--- config.mk ---
export PLATFORM = sky130hd
export DESIGN_NAME = clk_div_multi
export DESIGN_NICKNAME = d
export VERILOG_FILES = /design/src/rtl/clk_div_multi.sv
export SDC_FILE = /design/constraint.sdc
export NUM_CORES = 1
export LEC_CHECK = 0
export CORE_MARGIN = 4
export CORE_UTILIZATION = 46
export CTS_BUF_LIST = sky130_fd_sc_hd__clkbuf_8
export DETAILED_ROUTE_END_ITERATION = 6
export PLACE_DENSITY = 0.74
export SYNTH_ARGS = -nofsm -noshare
export SYNTH_HDL_FRONTEND = slang
export SYNTH_SLANG_ARGS = --single-unit
export TNS_END_PERCENT = 5
--- constraint.sdc ---
create_clock -name clk -period 2.7 [get_ports clk]
set_clock_uncertainty 0.1 [all_clocks]
set_input_delay 0.405 -clock clk [delete_from_list [all_inputs] [get_ports clk]]
set_output_delay 0.405 -clock clk [all_outputs]
set_load 0.05 [all_outputs]
--- src/rtl/clk_div_multi.sv ---
`default_nettype none
// +-----------------------------------------------------------------------------+
// | clk_div_multi : CHANNELS independent half-period clock dividers with a       |
// |                 shared sync strobe. Optional macro CLKDIV_SHADOW_EN latches  |
// |                 each divisor at reset, sync and wrap instead of using it live.|
// | Revision      : 1.0 - initial release                                        |
// +-----------------------------------------------------------------------------+
module clk_div_multi #(
  parameter int CHANNELS = 4,
  parameter int CNT_W    = 32
) (
  input  logic                      clk,
  input  logic                      rst_n,
  input  logic [CHANNELS-1:0]       en,
  input  logic [CHANNELS*CNT_W-1:0] div_max,
  input  logic                      sync,
  output logic [CHANNELS-1:0]       div_clk,
  output logic [CHANNELS-1:0]       tick
);

  for (genvar i = 0; i < CHANNELS; i++) begin : g_ch
    logic [CNT_W-1:0] cnt_q, cnt_d;
    logic [CNT_W-1:0] lim;
    logic [CNT_W-1:0] lim_in;
    logic             div_q, div_d;
    logic             tick_q, tick_d;
    logic             wrap;

    assign lim_in = div_max[i*CNT_W +: CNT_W];

`ifdef CLKDIV_SHADOW_EN
    logic [CNT_W-1:0] lim_q;

    // Divisor is only picked up at period boundaries so no half-period is cut short.
    always_ff @(posedge clk) begin
      if (!rst_n) begin
        lim_q <= lim_in;
      end else if (sync || wrap) begin
        lim_q <= lim_in;
      end
    end

    assign lim = lim_q;
`else
    assign lim = lim_in;
`endif

    // >= rather than == so a divisor lowered below cnt wraps immediately.
    assign wrap = en[i] && (cnt_q >= lim);

    always_comb begin
      cnt_d  = cnt_q;
      div_d  = div_q;
      tick_d = 1'b0;
      if (sync) begin
        cnt_d = '0;
        div_d = 1'b0;
      end else if (en[i]) begin
        if (wrap) begin
          cnt_d  = '0;
          div_d  = ~div_q;
          tick_d = 1'b1;
        end else begin
          cnt_d = cnt_q + 1'b1;
        end
      end
    end

    always_ff @(posedge clk) begin
      if (!rst_n) begin
        cnt_q  <= '0;
        div_q  <= 1'b0;
        tick_q <= 1'b0;
      end else begin
        cnt_q  <= cnt_d;
        div_q  <= div_d;
        tick_q <= tick_d;
      end
    end

    assign div_clk[i] = div_q;
    assign tick[i]    = tick_q;
  end

endmodule
`default_nettype wire

==> summary.md, run 1 <==
| Metric | Value |
|---|---|
| Die height | 151 um |
| Layout cells sized above 1 | 0.0780 |
| Finished Layout Cells | 1,611 |
| Fin. Hold Viols | 0 |
| Post-synth top area share | 0.291 |
| Max-slew violation count | 0 |
| Setup ws final | around 0.075 ns |
| CTS tree | done |
| Vias in the first global route | 8,260 |
| Max Cap Viol | 0 |
| Yosys top cell by area | dfxtp_1 |
| Complex-gate fraction of the synthesized area | 0.0855 |
| Avg Inst Size Synth | 8.10 um^2 |
| H-tree levels | 4 |
| Number of synthesized flops with an enable pin | 0 |
| I/O Pins | 143 |
| DP HPWL | between 15,000 and 20,000 um |
| Syn nets | 1,424 |
| Critical Path Fanout Max | 7 |
| Drt pass-1 iters | 4 |
| # rows | 51 |
| Number of distinct library cells after synthesis | 57 |
| Startpoint Class | input pin |
| Relative slew slack | 0.619 |
| CTS sink cnt | 136 |
| Worst Path Required | 2.96 ns |
| Core footprint | 0.0197 mm^2 |
| Hold WC Path Type | reg2reg |
| Total track usage | 0.190 |
| Hold_buf cts | 0 |
| Maximum VDD drop | 286 uV |
| Synth Register Bits | 136 |
| Achievable frequency | ~380 MHz |
| Placed insts | around 1,600 |
| FF+latch area | 0.00272 mm^2 |
| PD cells | 356 mW/mm^2 |
| Comb power frac | 0.104 |
| Clock Latency Late Sink | 0.44 ns |
| PortBufs | around 140 |
| Drt drc | 0 |
| Die Span X | 151 um |
| Clock buffer depth | 2 |
| Post-Place Worst Slack | -0.371 ns |
| Routed Antenna Nets | 0 |
| Mux cell area share after synthesis | 0.00427 |
| Worst r2r dst | g_ch[1].div_q |
| Routability congestion estimate | 0.843 |
| Tcrit/Tclk final | 0.972 |
| N_diodes | 0 |
| Largest family of logic cells by synthesized area | simple AND/OR/NAND/NOR gates |
| Synth warn | 0 |
| Worst path max stage delay | around 0.53 ns |
| Synth Area in Adders | 0.176 |
| Min Tclk post-route | 2.62 ns |
| Sw Ratio | 0.252 |
| R2R Setup Slk | 0.17 ns |
| Setup bufs post-CTS | 0 |
| Largest net degree at the start of global routing | 47 |
| DR vias/cell | 5.21 |
| Total CTS buffers | 17 |
| Wire per inst | 13.2 um |
| # setup viols final | 0 |
| Synth Area in XOR/XNOR | 0.106 |
| Slowest stage cell, crit path | or4_1 |
| R2R cell count | 8 |
| Reg power frac | 0.479 |
| Post-synth ARST share | 0 |
| Simple-gate portion of the synthesized area | 0.259 |
| Worst hold slack | between 0.3 and 0.4 ns |
| CP cell instances | clkdlybuf4s50_1, inv_1, ha_1, and4_1, nand3_1, or4_1, a41o_1, a21boi_2, buf_4, mux2i_1 |
| Crit. End Element | flop |
| Die ar. | 0.0227 mm^2 |
| Grt total ovfl | 0 |
| Hold path cells | 2 |
| Switching power | around 1.1 mW |
| FF-to-FF Start | g_ch[1].cnt_q[13] |
| Leakage | 5.07 nW |
| HP Start | g_ch[0].div_q |
| Placed Area | about 0.011 mm^2 |
| Status | finished clean |
| Synth area leaders | dfxtp_1 29%, ha_1 18%, nor3_1 6.4% |
| Routed WL | 21,200 um |
| Clock slew seen by the registers of the worst setup and hold paths | 0.08 ns |
| Crit Path Class | in2reg |
| Worst EP arrival | around 2.9 ns |
| Global-route wire length before repair | between 30,000 and 40,000 um |
| Total power | 4.20 mW |
| Via count | 8,399 |
| Sequential share of the synthesized area | 0.291 |
| Cell-internal power | about 3.1 mW |
| Ys flop type | dfxtp_1 |
| Post_cts resized | 0 |
| Detailed router's first-iteration violation count | 323 |
| Tightest Pin Transition | about 0.57 ns |
| Hold worst-path end | g_ch[0].div_q |
| Nets | 1,600 |
| Total negative setup slack | 0 ns |
| Fillers | 1,721 |
| Clock Root Buffer | clkbuf_8 |
| Fin util | 0.599 |
| Mapped Cells | 1,157 |
| Syn-to-layout area delta | 26.0% |
| Fin area | 0.0118 mm^2 |
| Multi-input logic area | 0.00593 mm^2 |
| Initial antenna violation count | 0 |
| Clock share of power | 0.416 |
| RSZ-0062 raised after global routing | no |
| Initial core utilization | 0.475 |
| Area of the mapped netlist | 0.00937 mm^2 |
power by group through the flow:
stage / clock (mW) / sequential (mW) / combinational [mW]
after floorplan: 0 / 2.06 / 0.175
after global placement: 0 / 2.06 / 0.430
after detailed placement: 0 / 2.06 / 0.441
after CTS: 1.79 / 2.01 / 0.444
after global routing: 1.88 / 2.01 / 0.492
final: 1.75 / 2.01 / 0.438
metal layers:
layer,global-route usage,vias to the layer above,wire length [um]
met5,0,-,0
met4,0.0494,0,245
met3,0.0406,25,985
met2,0.328,156,10200
met1,0.241,3839,9800
li1,-,4379,-
logic make-up after synthesis:
family	Yosys count
compound gates	124
xor+xnor	113
fa+ha+maj	132
buf+inv	182
flops	136
mux	4
simple gates	466
flip-flops by register name (all words and copies together), names as in the netlist:
signal       flops
g_ch.cnt_q     128
g_ch.div_q       4
g_ch.tick_q      4
worst max path at each step:
| stage | start | end | depth (start not counted) |
|---|---|---|---|
| floorplan | div_max[45] | g_ch[1].div_q | 9 |
| global placement | div_max[38] | g_ch[1].div_q | 10 |
| detailed placement | div_max[45] | g_ch[1].div_q | 10 |
| CTS | div_max[45] | g_ch[1].div_q | 10 |
| global route | div_max[45] | g_ch[1].div_q | 10 |
| finish | div_max[45] | g_ch[1].div_q | 10 |
cells in the final DEF, fill, tap and decap left out, drive strengths merged, types with 5 or more instances in the layout:
cell type,instances
inv,148
clkdlybuf4s50,142
dfxtp,136
ha,132
nor3,123
nand2,91
xor2,65
nor2,59
nand4,56
buf,55
nand3,52
a21oi,50
xnor2,48
o21ai,18
and3,18
clkbuf,18
and4,13
nand2b,12
nor4,11
a21o,10
nor2b,10
a221oi,8
and2,7
or3,6
o211ai,5
area by class of cell:
class,count,share of cell area
repair buffers,197,0.159
well taps,265,0.0281
inverters,142,0.0452
clock buffers,18,0.0210
clock inverters,14,0.0139
flip-flops and latches,136,0.231
multi-input cells,839,0.503
cell usage after synthesis, drive strengths merged (5+ instances only):
library cell	number
nand3	52
ha	132
nand2b	12
o21ai	18
buf	18
a21o	10
xnor2	48
xor2	65
nor3	123
dfxtp	136
and4	13
nand2	91
and2	7
a221oi	8
nor4	11
nor2	59
nand4	56
or3	6
o211ai	5
clkbuf	22
a21oi	50
inv	142
and3	18
nor2b	10
critical path: cells and delay by family:
family | cells | cell delay [ns]
simple gates | 3 | 0.84
buf+inv | 3 | 0.70
mux | 1 | 0.17
compound gates | 2 | 0.50
fa+ha+maj | 1 | 0.28
Note: power is estimated with default switching activity, not from simulation.
==> run 2: changes to the inputs <==
--- a/config.mk
+++ b/config.mk
@@ -10,6 +10,7 @@
 export CTS_BUF_LIST = sky130_fd_sc_hd__clkbuf_8
 export DETAILED_ROUTE_END_ITERATION = 6
 export PLACE_DENSITY = 0.74
+export RECOVER_POWER = 25
 export SYNTH_ARGS = -nofsm -noshare
 export SYNTH_HDL_FRONTEND = slang
 export SYNTH_SLANG_ARGS = --single-unit
==> run 2 against run 1 <==
The flow now finishes with violations (design-rule violations). Fmax shrank 0.20%. Hold slack lost 0.0028 ns. Via count about the same. Critical path depth unchanged. Clock power is essentially flat. Combinational power hardly changed. Sequential share of layout area is 0.054 points higher. Critical path type unchanged.
==> summary.md, run 2 (synthesis results as in run 1) <==
| Metric | Value |
|---|---|
| I/O Pins | between 100 and 150 |
| Status | complete, but fails checks |
| Clock slew seen by the registers of the worst setup and hold paths | 0.08 ns |
| Die ar. | 0.0227 mm^2 |
| Max Cap Viol | 0 |
| Largest net degree at the start of global routing | between 40 and 50 |
| Slowest stage cell, crit path | or4_1 |
| Routed WL | 21,200 um |
| PD cells | around 360 mW/mm^2 |
| N_diodes | 0 |
| Clock Latency Late Sink | 0.43 ns |
| Hold worst-path end | g_ch[0].div_q |
| # setup viols final | 0 |
| Via count | around 8,400 |
| Post_cts resized | 0 |
| Total power | around 4.2 mW |
| CP cell instances | clkdlybuf4s50_1, inv_1, ha_1, and4_1, nand3_1, or4_1, a41o_1, a21boi_2, buf_4, mux2i_1 |
| Maximum VDD drop | 286 uV |
| Crit. End Element | flop |
| Clock buffer depth | 2 |
| Startpoint Class | input pin |
| H-tree levels | 4 |
| Post-Place Worst Slack | -0.371 ns |
| Hold WC Path Type | reg2reg |
| Max-slew violation count | 0 |
| Finished Layout Cells | 1,611 |
| Buf+Inv Stages, Crit Path | 3 |
| CTS tree | done |
| Hold path cells | 2 |
| Grt total ovfl | 0 |
| Total track usage | 0.190 |
| Crit Path Class | in2reg |
| Worst r2r dst | g_ch[1].div_q |
| R2R cell count | 8 |
| Achievable frequency | 380 MHz |
| Failing checks | design-rule violations |
| Worst hold slack | 0.369 ns |
| CTS sink cnt | 136 |
| Nets | about 1,600 |
| HP Start | g_ch[0].div_q |
| Routed Antenna Nets | 0 |
| Reg with most FFs | g_ch.cnt_q |
| Drt drc | 2 |
| # rows | 51 |
| Placed Area | 0.0114 mm^2 |
| Initial core utilization | 0.475 |
| Leakage | 5.09 nW |
| Layout cells sized above 1 | 0.0728 |
| DP HPWL | 16,600 um |
| Syn-to-layout area delta | 25.7% |
| FF-to-FF Start | g_ch[1].cnt_q[13] |
| Worst Path Required | 2.96 ns |
| Drt pass-1 iters | 7 |
| Leading cell type in the layout, fill and taps excluded | inv_1 |
| Routability congestion estimate | 0.843 |
| R2R Setup Slk | about 0.16 ns |
| Total CTS buffers | 17 |
| PortBufs | 142 |
| DR vias/cell | 5.21 |
| Relative slew slack | 0.622 |
| Critical Path Fanout Max | 7 |
| Highest-count cells in the layout ignoring fill and taps | 142 x inv_1, 136 x dfxtp_1, 133 x clkdlybuf4s50_1 |
| Worst EP arrival | between 2 and 3 ns |
| Min Tclk post-route | ~2.6 ns |
| Largest registers | g_ch.cnt_q x128, g_ch.div_q x4, g_ch.tick_q x4 |
| Vias in the first global route | 8,260 |
| Die height | 151 um |
| Number of flip-flops in the largest register | 128 |
| Die Span X | 151 um |
| Clock Root Buffer | clkbuf_8 |
| Detailed router's first-iteration violation count | between 300 and 400 |
| RSZ-0062 raised after global routing | no |
| Hold_buf cts | 0 |
| Wire per inst | approximately 13 um |
| Fin area | 0.0118 mm^2 |
| Placed insts | ~1,600 |
| Setup bufs post-CTS | 0 |
| Global-route wire length before repair | 36,200 um |
| Initial antenna violation count | 0 |
| Tightest Pin Transition | 0.568 ns |
| Fin. Hold Viols | 0 |
| Tcrit/Tclk final | 0.974 |
| Worst path max stage delay | 0.52 ns |
| CP top delay family | simple AND/OR/NAND/NOR gates |
| Core footprint | 0.0197 mm^2 |
| Setup ws final | roughly 0.07 ns |
==> run 2: cell count changes in the layout (fill, tap and decap cells not counted) <==
cell             change
a21oi_1              +2
a21oi_2              -2
nor3_2               -1
dlygate4sd3_1        +9
nor3_1               +1
clkbuf_1             +4
clkdlybuf4s50_1      -9
buf_4                -4
==> run 2: how the worst max path moves through the flow <==
| stage | from | endpoint | slack [ns] | cells after the start |
|---|---|---|---|---|
| after floorplan | div_max[45] | g_ch[1].div_q | 0.26 | 9 |
| after global placement | div_max[38] | g_ch[1].div_q | -0.26 | 10 |
| after detailed placement | div_max[45] | g_ch[1].div_q | -0.37 | 10 |
| after CTS | div_max[45] | g_ch[1].div_q | 0.10 | 10 |
| after global routing | div_max[45] | g_ch[1].div_q | 0.01 | 10 |
| final | div_max[45] | g_ch[1].div_q | 0.07 | 10 |
==> run 2: area by class of cell <==
type                            count  area [um^2]
Inverter                          142          533
Fill cell                        1731         7940
Clock inverter                     14          164
Sequential cell                   136         2720
Clock buffer                       18          248
Tap cell                          265          332
Timing Repair Buffer              197         1860
Multi-Input combinational cell    839         5920
==> run 2: through the flow <==
step	setup TNS [ns]	util
finish	0	0.597
floorplan	0	-
detailed placement	-18.39	0.578
CTS	0	0.599
global route	0	0.597
global placement	-12.32	0.578
==> run 2: worst reg2reg max path, delay by kind of cell, from the launching register on <==
kind / cells / cell delay [ns]
flops: 1 / 0.37
simple gates: 3 / 0.83
buf+inv: 1 / 0.19
compound gates: 2 / 0.50
mux: 1 / 0.18
fa+ha+maj: 1 / 0.31
==> run 2: metal layers <==
| metal | track usage | vias up | wire length, um |
|---|---|---|---|
| met1 | 0.241 | 3845 | 9850 |
| met5 | 0 | - | 0 |
| li1 | - | 4380 | - |
| met3 | 0.0406 | 17 | 952 |
| met4 | 0.0494 | 0 | 191 |
| met2 | 0.328 | 150 | 10300 |
==> run 2: where the power goes <==
| part | leakage, nW | total [mW] | internal [mW] | switching (mW) |
|---|---|---|---|---|
| Combinational | 3.79 | 0.437 | 0.261 | 0.176 |
| Clock | 0.199 | 1.74 | 0.870 | 0.871 |
| Sequential | 1.10 | 2.01 | 2.01 | 0.00385 |
==> run 3: changes to the inputs <==
==> constraint.sdc (replaced) <==
create_clock -name clk -period 2.7 [get_ports clk]
set_clock_uncertainty 0.1 [all_clocks]
set_input_delay 0.405 -clock clk [delete_from_list [all_inputs] [get_ports clk]]
set_output_delay 0.405 -clock clk [all_outputs]
set_load 0.005 [all_outputs]
==> results of run 3 <==
Same layout as run 2: the final DEF is identical, and so are final timing and power.
